==> src/rtl/pipeline_pkg.sv <==
// Shared definitions for the pipeline sequencer slice.
//   seq_state_e      : FSM state encodings, visible on o_state of the top
//   DRAIN_CYCLES_DEF : default number of cycles EX/MEM/WB need to retire after HALT leaves ID
//   EN_*             : bit positions of the five pipeline write enables in an enable vector
//   drain_cnt_width  : width of the drain down-counter for a given drain length
package pipeline_pkg;

  typedef enum logic [2:0] {
    ST_IDLE  = 3'd0,
    ST_RUN   = 3'd1,
    ST_STEP  = 3'd2,
    ST_DRAIN = 3'd3,
    ST_DONE  = 3'd4
  } seq_state_e;

  localparam int DRAIN_CYCLES_DEF = 3;

  // Enable vector positions: PC register and the four inter-stage registers.
  localparam int EN_PC     = 0;
  localparam int EN_IF_ID  = 1;
  localparam int EN_ID_EX  = 2;
  localparam int EN_EX_MEM = 3;
  localparam int EN_MEM_WB = 4;
  localparam int NUM_EN    = 5;

  // The counter holds DRAIN_CYCLES-1 down to 0, so clog2(DRAIN_CYCLES) bits suffice.
  function automatic int drain_cnt_width(input int cycles);
    return (cycles > 1) ? $clog2(cycles) : 1;
  endfunction

endpackage

==> src/rtl/seq_drain_counter.sv <==
// Load / decrement down-counter with a zero flag, used to time the post-HALT drain.
//   i_clk      : clock, rising edge
//   i_rst_n    : asynchronous active-low reset (count returns to 0)
//   i_load     : load i_load_val (wins over i_dec)
//   i_load_val : value to load
//   i_dec      : decrement by one; holds at zero
//   o_zero     : count is zero
module seq_drain_counter #(
  parameter int W = 2
) (
  input  logic         i_clk,
  input  logic         i_rst_n,
  input  logic         i_load,
  input  logic [W-1:0] i_load_val,
  input  logic         i_dec,
  output logic         o_zero
);

  logic [W-1:0] cnt;

  always_ff @(posedge i_clk or negedge i_rst_n) begin
    if (!i_rst_n) begin
      cnt <= '0;
    end else if (i_load) begin
      cnt <= i_load_val;
    end else if (i_dec && (cnt != '0)) begin
      cnt <= cnt - 1'b1;
    end
  end

  assign o_zero = (cnt == '0);

endmodule

==> src/rtl/pipeline_sequencer.sv <==
// Pipeline sequencer: turns debug commands (run/step/halt), the load-use stall and the
// taken-branch flush into one consistent set of per-stage write enables and flushes, and
// drains the pipeline after a HALT instruction reaches ID.
//   i_clk, i_rst_n        : clock (rising edge), asynchronous active-low reset
//   i_cmd_run/step/halt   : single-cycle debug command pulses (halt > step > run)
//   i_hazard_stall        : load-use stall request, same cycle
//   i_branch_taken        : branch/jump resolved taken in EX, same cycle
//   i_halt_decoded        : HALT opcode sits in ID
//   o_pc_en .. o_mem_wb_en: write enables of PC and the four pipeline registers
//   o_if_id_flush         : load a NOP into IF/ID
//   o_id_ex_flush         : load a NOP (control zeroed) into ID/EX
//   o_state               : current FSM state (seq_state_e encoding)
//   o_done                : one-cycle pulse when the drain completes
//   o_cycle_cnt           : executed (active + drain) cycle count, wrapping
// Build option: define PIPE_SEQ_CYCLE_CNT_EN to implement the cycle counter; otherwise
// o_cycle_cnt is tied to zero and no counter registers exist.
// All command inputs are level-sampled pulses: a command counts in every cycle it is high,
// and there is no acknowledge; outputs are a combinational decode of state and inputs.
module pipeline_sequencer
  import pipeline_pkg::*;
#(
  parameter int DRAIN_CYCLES = DRAIN_CYCLES_DEF,
  parameter int NB_CYCLE_CNT = 32
) (
  input  logic                    i_clk,
  input  logic                    i_rst_n,
  input  logic                    i_cmd_run,
  input  logic                    i_cmd_step,
  input  logic                    i_cmd_halt,
  input  logic                    i_hazard_stall,
  input  logic                    i_branch_taken,
  input  logic                    i_halt_decoded,
  output logic                    o_pc_en,
  output logic                    o_if_id_en,
  output logic                    o_id_ex_en,
  output logic                    o_ex_mem_en,
  output logic                    o_mem_wb_en,
  output logic                    o_if_id_flush,
  output logic                    o_id_ex_flush,
  output logic [2:0]              o_state,
  output logic                    o_done,
  output logic [NB_CYCLE_CNT-1:0] o_cycle_cnt
);

  localparam int DRAIN_W = drain_cnt_width(DRAIN_CYCLES);

  seq_state_e        state, state_next;
  logic [NUM_EN-1:0] en;
  logic              if_id_flush, id_ex_flush, done;
  logic              drain_load, drain_dec, drain_zero;
  logic              active;

  // A RUN/STEP cycle executes unless a halt command freezes that very cycle.
  assign active = ((state == ST_RUN) || (state == ST_STEP)) && !i_cmd_halt;

  always_ff @(posedge i_clk or negedge i_rst_n) begin
    if (!i_rst_n) begin
      state <= ST_IDLE;
    end else begin
      state <= state_next;
    end
  end

  always_comb begin
    state_next  = state;
    en          = '0;
    if_id_flush = 1'b0;
    id_ex_flush = 1'b0;
    done        = 1'b0;
    drain_load  = 1'b0;
    drain_dec   = 1'b0;
    case (state)
      ST_IDLE: begin
        if (i_cmd_halt)      state_next = ST_IDLE;
        else if (i_cmd_step) state_next = ST_STEP;
        else if (i_cmd_run)  state_next = ST_RUN;
      end
      ST_RUN, ST_STEP: begin
        if (i_cmd_halt) begin
          state_next = ST_IDLE;
        end else begin
          en = '1;
          if (state == ST_STEP) state_next = ST_IDLE;
          // Branch beats stall and HALT: whatever sits in IF/ID and ID is wrong-path.
          if (i_branch_taken) begin
            if_id_flush = 1'b1;
            id_ex_flush = 1'b1;
          end else if (i_hazard_stall) begin
            en[EN_PC]    = 1'b0;
            en[EN_IF_ID] = 1'b0;
            id_ex_flush  = 1'b1;
          end else if (i_halt_decoded) begin
            // HALT is held in ID; a bubble goes to EX while the older work retires.
            en[EN_PC]    = 1'b0;
            en[EN_IF_ID] = 1'b0;
            id_ex_flush  = 1'b1;
            drain_load   = 1'b1;
            state_next   = ST_DRAIN;
          end
        end
      end
      ST_DRAIN: begin
        en[EN_ID_EX]  = 1'b1;
        en[EN_EX_MEM] = 1'b1;
        en[EN_MEM_WB] = 1'b1;
        id_ex_flush   = 1'b1;
        if (drain_zero) begin
          done       = 1'b1;
          state_next = ST_DONE;
        end else begin
          drain_dec = 1'b1;
        end
      end
      ST_DONE: state_next = ST_DONE;
      default: state_next = ST_IDLE;
    endcase
  end

  seq_drain_counter #(.W(DRAIN_W)) u_drain_counter (
    .i_clk      (i_clk),
    .i_rst_n    (i_rst_n),
    .i_load     (drain_load),
    .i_load_val (DRAIN_W'(DRAIN_CYCLES - 1)),
    .i_dec      (drain_dec),
    .o_zero     (drain_zero)
  );

`ifdef PIPE_SEQ_CYCLE_CNT_EN
  logic [NB_CYCLE_CNT-1:0] cycle_cnt;

  always_ff @(posedge i_clk or negedge i_rst_n) begin
    if (!i_rst_n) begin
      cycle_cnt <= '0;
    end else if (active || (state == ST_DRAIN)) begin
      cycle_cnt <= cycle_cnt + 1'b1;
    end
  end

  assign o_cycle_cnt = cycle_cnt;
`else
  assign o_cycle_cnt = '0;
`endif

  assign o_pc_en       = en[EN_PC];
  assign o_if_id_en    = en[EN_IF_ID];
  assign o_id_ex_en    = en[EN_ID_EX];
  assign o_ex_mem_en   = en[EN_EX_MEM];
  assign o_mem_wb_en   = en[EN_MEM_WB];
  assign o_if_id_flush = if_id_flush;
  assign o_id_ex_flush = id_ex_flush;
  assign o_done        = done;
  assign o_state       = state;

endmodule

==> config.mk <==
export PLATFORM = sky130hd
export DESIGN_NAME = pipeline_sequencer
export DESIGN_NICKNAME = d
export VERILOG_FILES = /design/src/rtl/pipeline_pkg.sv /design/src/rtl/seq_drain_counter.sv /design/src/rtl/pipeline_sequencer.sv
export SDC_FILE = /design/constraint.sdc
export NUM_CORES = 1
export LEC_CHECK = 0
export CAP_MARGIN = 20
export CORE_MARGIN = 2
export CORE_UTILIZATION = 33
export CTS_CLUSTER_DIAMETER = 100
export CTS_CLUSTER_SIZE = 14
export DETAILED_ROUTE_END_ITERATION = 7
export HOLD_SLACK_MARGIN = 0.15
export PLACE_DENSITY = 0.79
export SLEW_MARGIN = 20
export SYNTH_ARGS = -nofsm -noshare
export SYNTH_HDL_FRONTEND = slang
export SYNTH_HIERARCHICAL = 1
export SYNTH_SLANG_ARGS = --single-unit
==> constraint.sdc <==
create_clock -name i_clk -period 2.05 [get_ports i_clk]
set_input_delay 0.205 -clock i_clk [delete_from_list [all_inputs] [get_ports i_clk]]
set_output_delay 0.205 -clock i_clk [all_outputs]
set_load 0.03 [all_outputs]
[Yosys cells after proc, flatten, opt, wreduce, memory -nomap -nowiden]
Cells that the tools add are included.
Operators by class
  add/subtract/negate cells: 1
  equality and inequality tests: 6
  muxes and demuxes: 34
  reductions and logical operators: 7
Operator list (number)
  3-bit 2-to-1 mux: 9
  1-bit 2-to-1 mux: 15
  2-bit 2-to-1 mux: 6
  3-bit one-hot mux with 4 select lines: 1
  3-bit by 2-bit equality test with 1-bit output, second input constant: 2
  3-bit one-hot mux with 2 select lines: 1
  5-bit 2-to-1 mux: 1
  4-bit inequality test, second input constant: 1
  2-bit nonzero test: 2
  3-bit by 1-bit equality test with 1-bit output, second input constant: 1
  3-bit equality test, second input constant: 1
  3-bit logical NOT: 1
  2-bit logical NOT: 1
  2-bit inequality test, second input constant: 1
  1-bit one-hot mux with 2 select lines: 1
  2-bit AND reduction: 1
  2-bit OR reduction: 1
  2-bit by 1-bit subtractor with 2-bit output, second input constant: 1
  1-bit logical AND: 1
Word-level totals
  bits in registers: 5
  bits of input ports: 8
  output and inout bits: 43
  word-level logic and storage cells: 50

[Logic depth before layout (Yosys ltp)]
  depth in word-level cells: 7
  mapped depth: 6
  mapped depth without buffers: 5

[By module]
The synthesis kept the hierarchy.
By module, submodules not included
  pipeline_sequencer: times used 1, cells an instance 74, area each 549.3 um^2, sequential area each 75.1 um^2
  seq_drain_counter: times used 1, cells an instance 13, area each 132.6 um^2, sequential area each 50.0 um^2

[Worst setup path after synthesis]
OpenSTA, ideal clock, no wires.
  kind: reg2out
  from: register state[1] (netlist: o_state[1])
  to: output o_pc_en
  arrival: 1.946 ns
  required time: 1.845 ns
  slack: -0.101 ns
  cell stages (with the launch flop): 6
  path buffers: 2
  cell sequence: dfrtp_1 > buf_4 > xnor2_1 > or3_4 > a21oi_1 > buf_4
Between the ends
  cells in the longest elaborated chain, start to end: 3
  elaborated cells on any way between the ends: 4
  classes of those cells: eq/ne (2); mux (1); reduce/logical (1)
RTL lines
  start: declaration: line pipeline_sequencer.sv:47  | seq_state_e state, state_next;
  start signal: assignment: line pipeline_sequencer.sv:60  | state <= state_next;
  3-bit by 1-bit equality test with 1-bit output / 3-bit by 2-bit equality test with 1-bit output (equally long branches): line pipeline_sequencer.sv:72  | case (state)
  2-bit OR reduction *: line pipeline_sequencer.sv:72
  2-bit 2-to-1 mux *: line pipeline_sequencer.sv:72
  end: declaration: line pipeline_sequencer.sv:33  | output logic o_pc_en,
Mark *: on every way between the ends. The rest lies on a longest branch, timed or not.

[Worst setup path after layout]
  from: register state[1] (netlist: o_state[1])
  to: output o_id_ex_flush
Between the ends
  cells in the longest elaborated chain, start to end: 3
  elaborated cells on any way between the ends: 5
  classes of those cells: eq/ne (3); mux (1); reduce/logical (1)
RTL lines
  3-bit by 1-bit equality test with 1-bit output / 3-bit by 2-bit equality test with 1-bit output (equally long branches): line pipeline_sequencer.sv:72
  2-bit OR reduction: line pipeline_sequencer.sv:72
  1-bit one-hot mux with 2 select lines *: line pipeline_sequencer.sv:72
  end: declaration: line pipeline_sequencer.sv:39  | output logic o_id_ex_flush,
Marked as above.

==> results by group <==
GRT
  – Global-route wire length before repair: roughly 1800 um
  – Global route overflow: 0
  – Antenna violations before repair: 0
  – Vias in the first global route: roughly 430
  – Total GRT Usage: under 10%
  – Largest net degree at the start of global routing: 11

Detailed routing
  – DR pass1 iterations: 4
  – Vias post-DR: 545
  – Wire per inst: a little over 9 um
  – Post-Route WL: about 1200 um
  – Residual DRC: 0
  – DRT iter0 DRCs: 4
  – ANT nets after route: 0
  – Via density: 4.13

Synth
  – Mean post-synth cell area: slightly below 8 um^2
  – Most common flop cell mapped by yosys: dfrtp_1
  – Mapped Area: around 680 um^2
  – Synthesized instance count: 87
  – Yosys reg bits: 5
  – Area contributors post-synth: buf_4 41%, dfrtp_1 18%, nor2_1 3.3%
  – Number of flops mapped to enable cells by yosys: 0
  – Async S/R FF share, synth: 100%
  – Top cells by count, synth: 37 x buf_4, 6 x nor2_1, 5 x dfrtp_1, 4 x inv_1, 4 x nand2_1
  – Synth top area share: 40.7%
  – Sequential share of the synthesized area: 18.3%
  – Synth area leader: buf_4
  – Most frequent cell after synthesis: buf_4
  – Yosys cell types: 29
  – Yosys Warn Count: 6

Pwr
  – Power density cells: between 900 and 1000 nW/um^2
  – Leak: 0.397 nW
  – Peak supply drop: about 0.57 mV

Placed design
  – PortBufs: 18
  – Placed Cells: approximately 130
  – DPL Wire Length: 1040 um
  – RePlAce Congestion: 0.786

Hold path
  – HP Class: in2async

Clock network
  – # H-tree levels: 1
  – Post_cts resized: 4
  – CTS tree: yes
  – Clock buffer depth: 2
  – Hold Buf Count CTS: 0
  – Setup repair bufs after CTS: 0
  – Clock-pin slew on the worst setup and hold paths: approximately 0.040 ns
  – Root Driver: clkbuf_4
  – Clk Latency, worst-skew pair: 0.23 ns
  – CTS Sinks: 5
  – CTS buffer count: 3

Timing
  – Peak Freq: 545 MHz
  – Final hold violation count: 0
  – Min cycle time layout: around 1.8 ns
  – Max-slew violations: 0
  – Sum Neg Setup Slack: 0 ns
  – Setup Skew: approximately 0.00027 ns
  – RSZ-0062 raised after global routing: no
  – Crit share post-route: between 80 and 90%
  – Endpoints failing setup: 0

Status
  – Status: finished, final reports clean

Critical path
  – Top Family by Delay on Critical Path: flip-flops
  – Startpoint types: flop
  – Element type at the critical path end: output pin
  – Most frequent cell on the critical path: buf_4
  – Critical path's largest stage delay: 0.41 ns
  – Crit Path Class: reg2out
  – Crit path required time: approximately 1.9 ns
  – CP max FO: 5
  – Worst-path cell chain: buf_4 > xnor2_1 > or3_4 > o22ai_1 > buf_4
  – Buf/Inv on CP: 2
  – Critical path arrival: approximately 1.6 ns
  – Slowest CP cell: dfrtp_1

Finish
  – Fraction of layout cells with a size suffix above 1: 12.4%
  – Final nets: 115
  – Synth-to-layout area growth: 11.9%
  – Final Util: 38.9%
  – Non-filler cells, final: roughly 130
  – N_diodes: 0

Run
  – Max-cap viol count: 0

Floorplan
  – DIE WIDTH: approximately 49 um
  – IO Pins: 51
  – Initial core utilization: 34.8%
  – Die area: 2450 um^2
  – FP Rows: 16
  – Die H: 49.5 um
  – Core Region: around 2000 um^2
-- sequential cells by signal, summed over array words and instances (netlist names) --
signal and cells:
o_state 3, u_drain_counter/cnt 2
-- routing by layer --
metal  vias to the layer above  part of all wire [%]  wire length, um  global-route usage, %
met1                       243                    41              491                   11.4
met3                         2                    12              143                   5.15
met4                         0                   1.4               17                   4.17
met2                        40                    46              552                   14.4
met5                         -                     0                0                      0
li1                        260                     -                -                      -
-- through the flow --
stage	worst slack, ns	total power [mW]	hold slack, ns	area, um^2
after floorplan	0.139	0.556	-0.0906	806
after global placement	0.148	0.604	0.442	742
after detailed placement	0.0825	0.626	0.452	742
after CTS	0.195	0.728	0.198	763
after global routing	0.0625	0.779	0.202	763
final	0.216	0.725	0.196	763
-- path summary, 6_finish.rpt --
kind / start / cells past startpoint / to / slack [ns]
worst max-delay path: o_state[1] / 5 / o_id_ex_flush / 0.22
worst min-delay path: i_rst_n / 1 / u_drain_counter/cnt[1] / 0.20
worst max register to register: o_state[1] / 6 / u_drain_counter/cnt[1] / 0.25
worst min register to register: u_drain_counter/cnt[0] / 2 / u_drain_counter/cnt[0] / 0.61
max in group asynchronous: i_rst_n / 1 / o_state[2] / 1.66
min in group i_clk: u_drain_counter/cnt[0] / 2 / u_drain_counter/cnt[0] / 0.61
-- cells in the final DEF, fill, tap and decap left out, drive strengths merged --
cell type / synthesis / layout
buf: 38 / 6
a211oi: 1 / 1
or3: 1 / 1
inv: 4 / 4
o22ai: 2 / 2
o21a: 1 / 1
o31ai: 1 / 1
or2b: 1 / 1
nor2b: 1 / 1
dlygate4sd2: 0 / 4
o311ai: 1 / 1
clkbuf: 0 / 4
nand2: 4 / 4
o211ai: 1 / 1
conb: 2 / 34
clkdlybuf4s50: 0 / 10
xnor2: 1 / 1
a21o: 1 / 1
and3b: 1 / 1
nor3: 3 / 3
a22oi: 1 / 1
dfrtp: 5 / 5
a21oi: 2 / 2
a31oi: 1 / 1
mux2i: 1 / 1
or4b: 2 / 2
nand3: 1 / 1
or2: 1 / 1
nor2: 6 / 6
nor3b: 2 / 2
ha: 1 / 1
-- worst register-to-register path: stages, from the launching register on --
cell      delay [ns]
dfrtp_1         0.41
buf_4           0.17
xnor2_1         0.11
or3_4           0.36
nor2_1          0.28
or4b_1          0.17
o311ai_0        0.13
-- where the power goes --
group / internal [mW] / leakage [nW] / switching [mW] / total, mW
clock network: 0.0733 / 0.0150 / 0.0363 / 0.110
logic: 0.158 / 0.318 / 0.294 / 0.452
registers: 0.131 / 0.0646 / 0.0335 / 0.164
-- cell families (layout without fill, tap and decap cells) --
kind of cell	count (synthesis)	after routing	synth area share [%]
and+or+nand+nor	23	23	19.4
buffers and inverters	42	28	43.7
other	2	34	1.10
DFF	5	5	18.3
xor gates and xnor gates	1	1	1.28
muxes	1	1	1.47
adders and majority gates	1	1	1.83
AOI/OAI and AO/OA	12	12	12.8
-- final cells by class --
class                           instances  area (um^2)
Fill cell                             223         1200
Inverter                                4         15.0
Tap cell                               27         33.8
Multi-Input combinational cell         72          383
Clock buffer                            4         26.3
Sequential cell                         5          125
Timing Repair Buffer                   20          180
(Power assumes the default switching activity.)
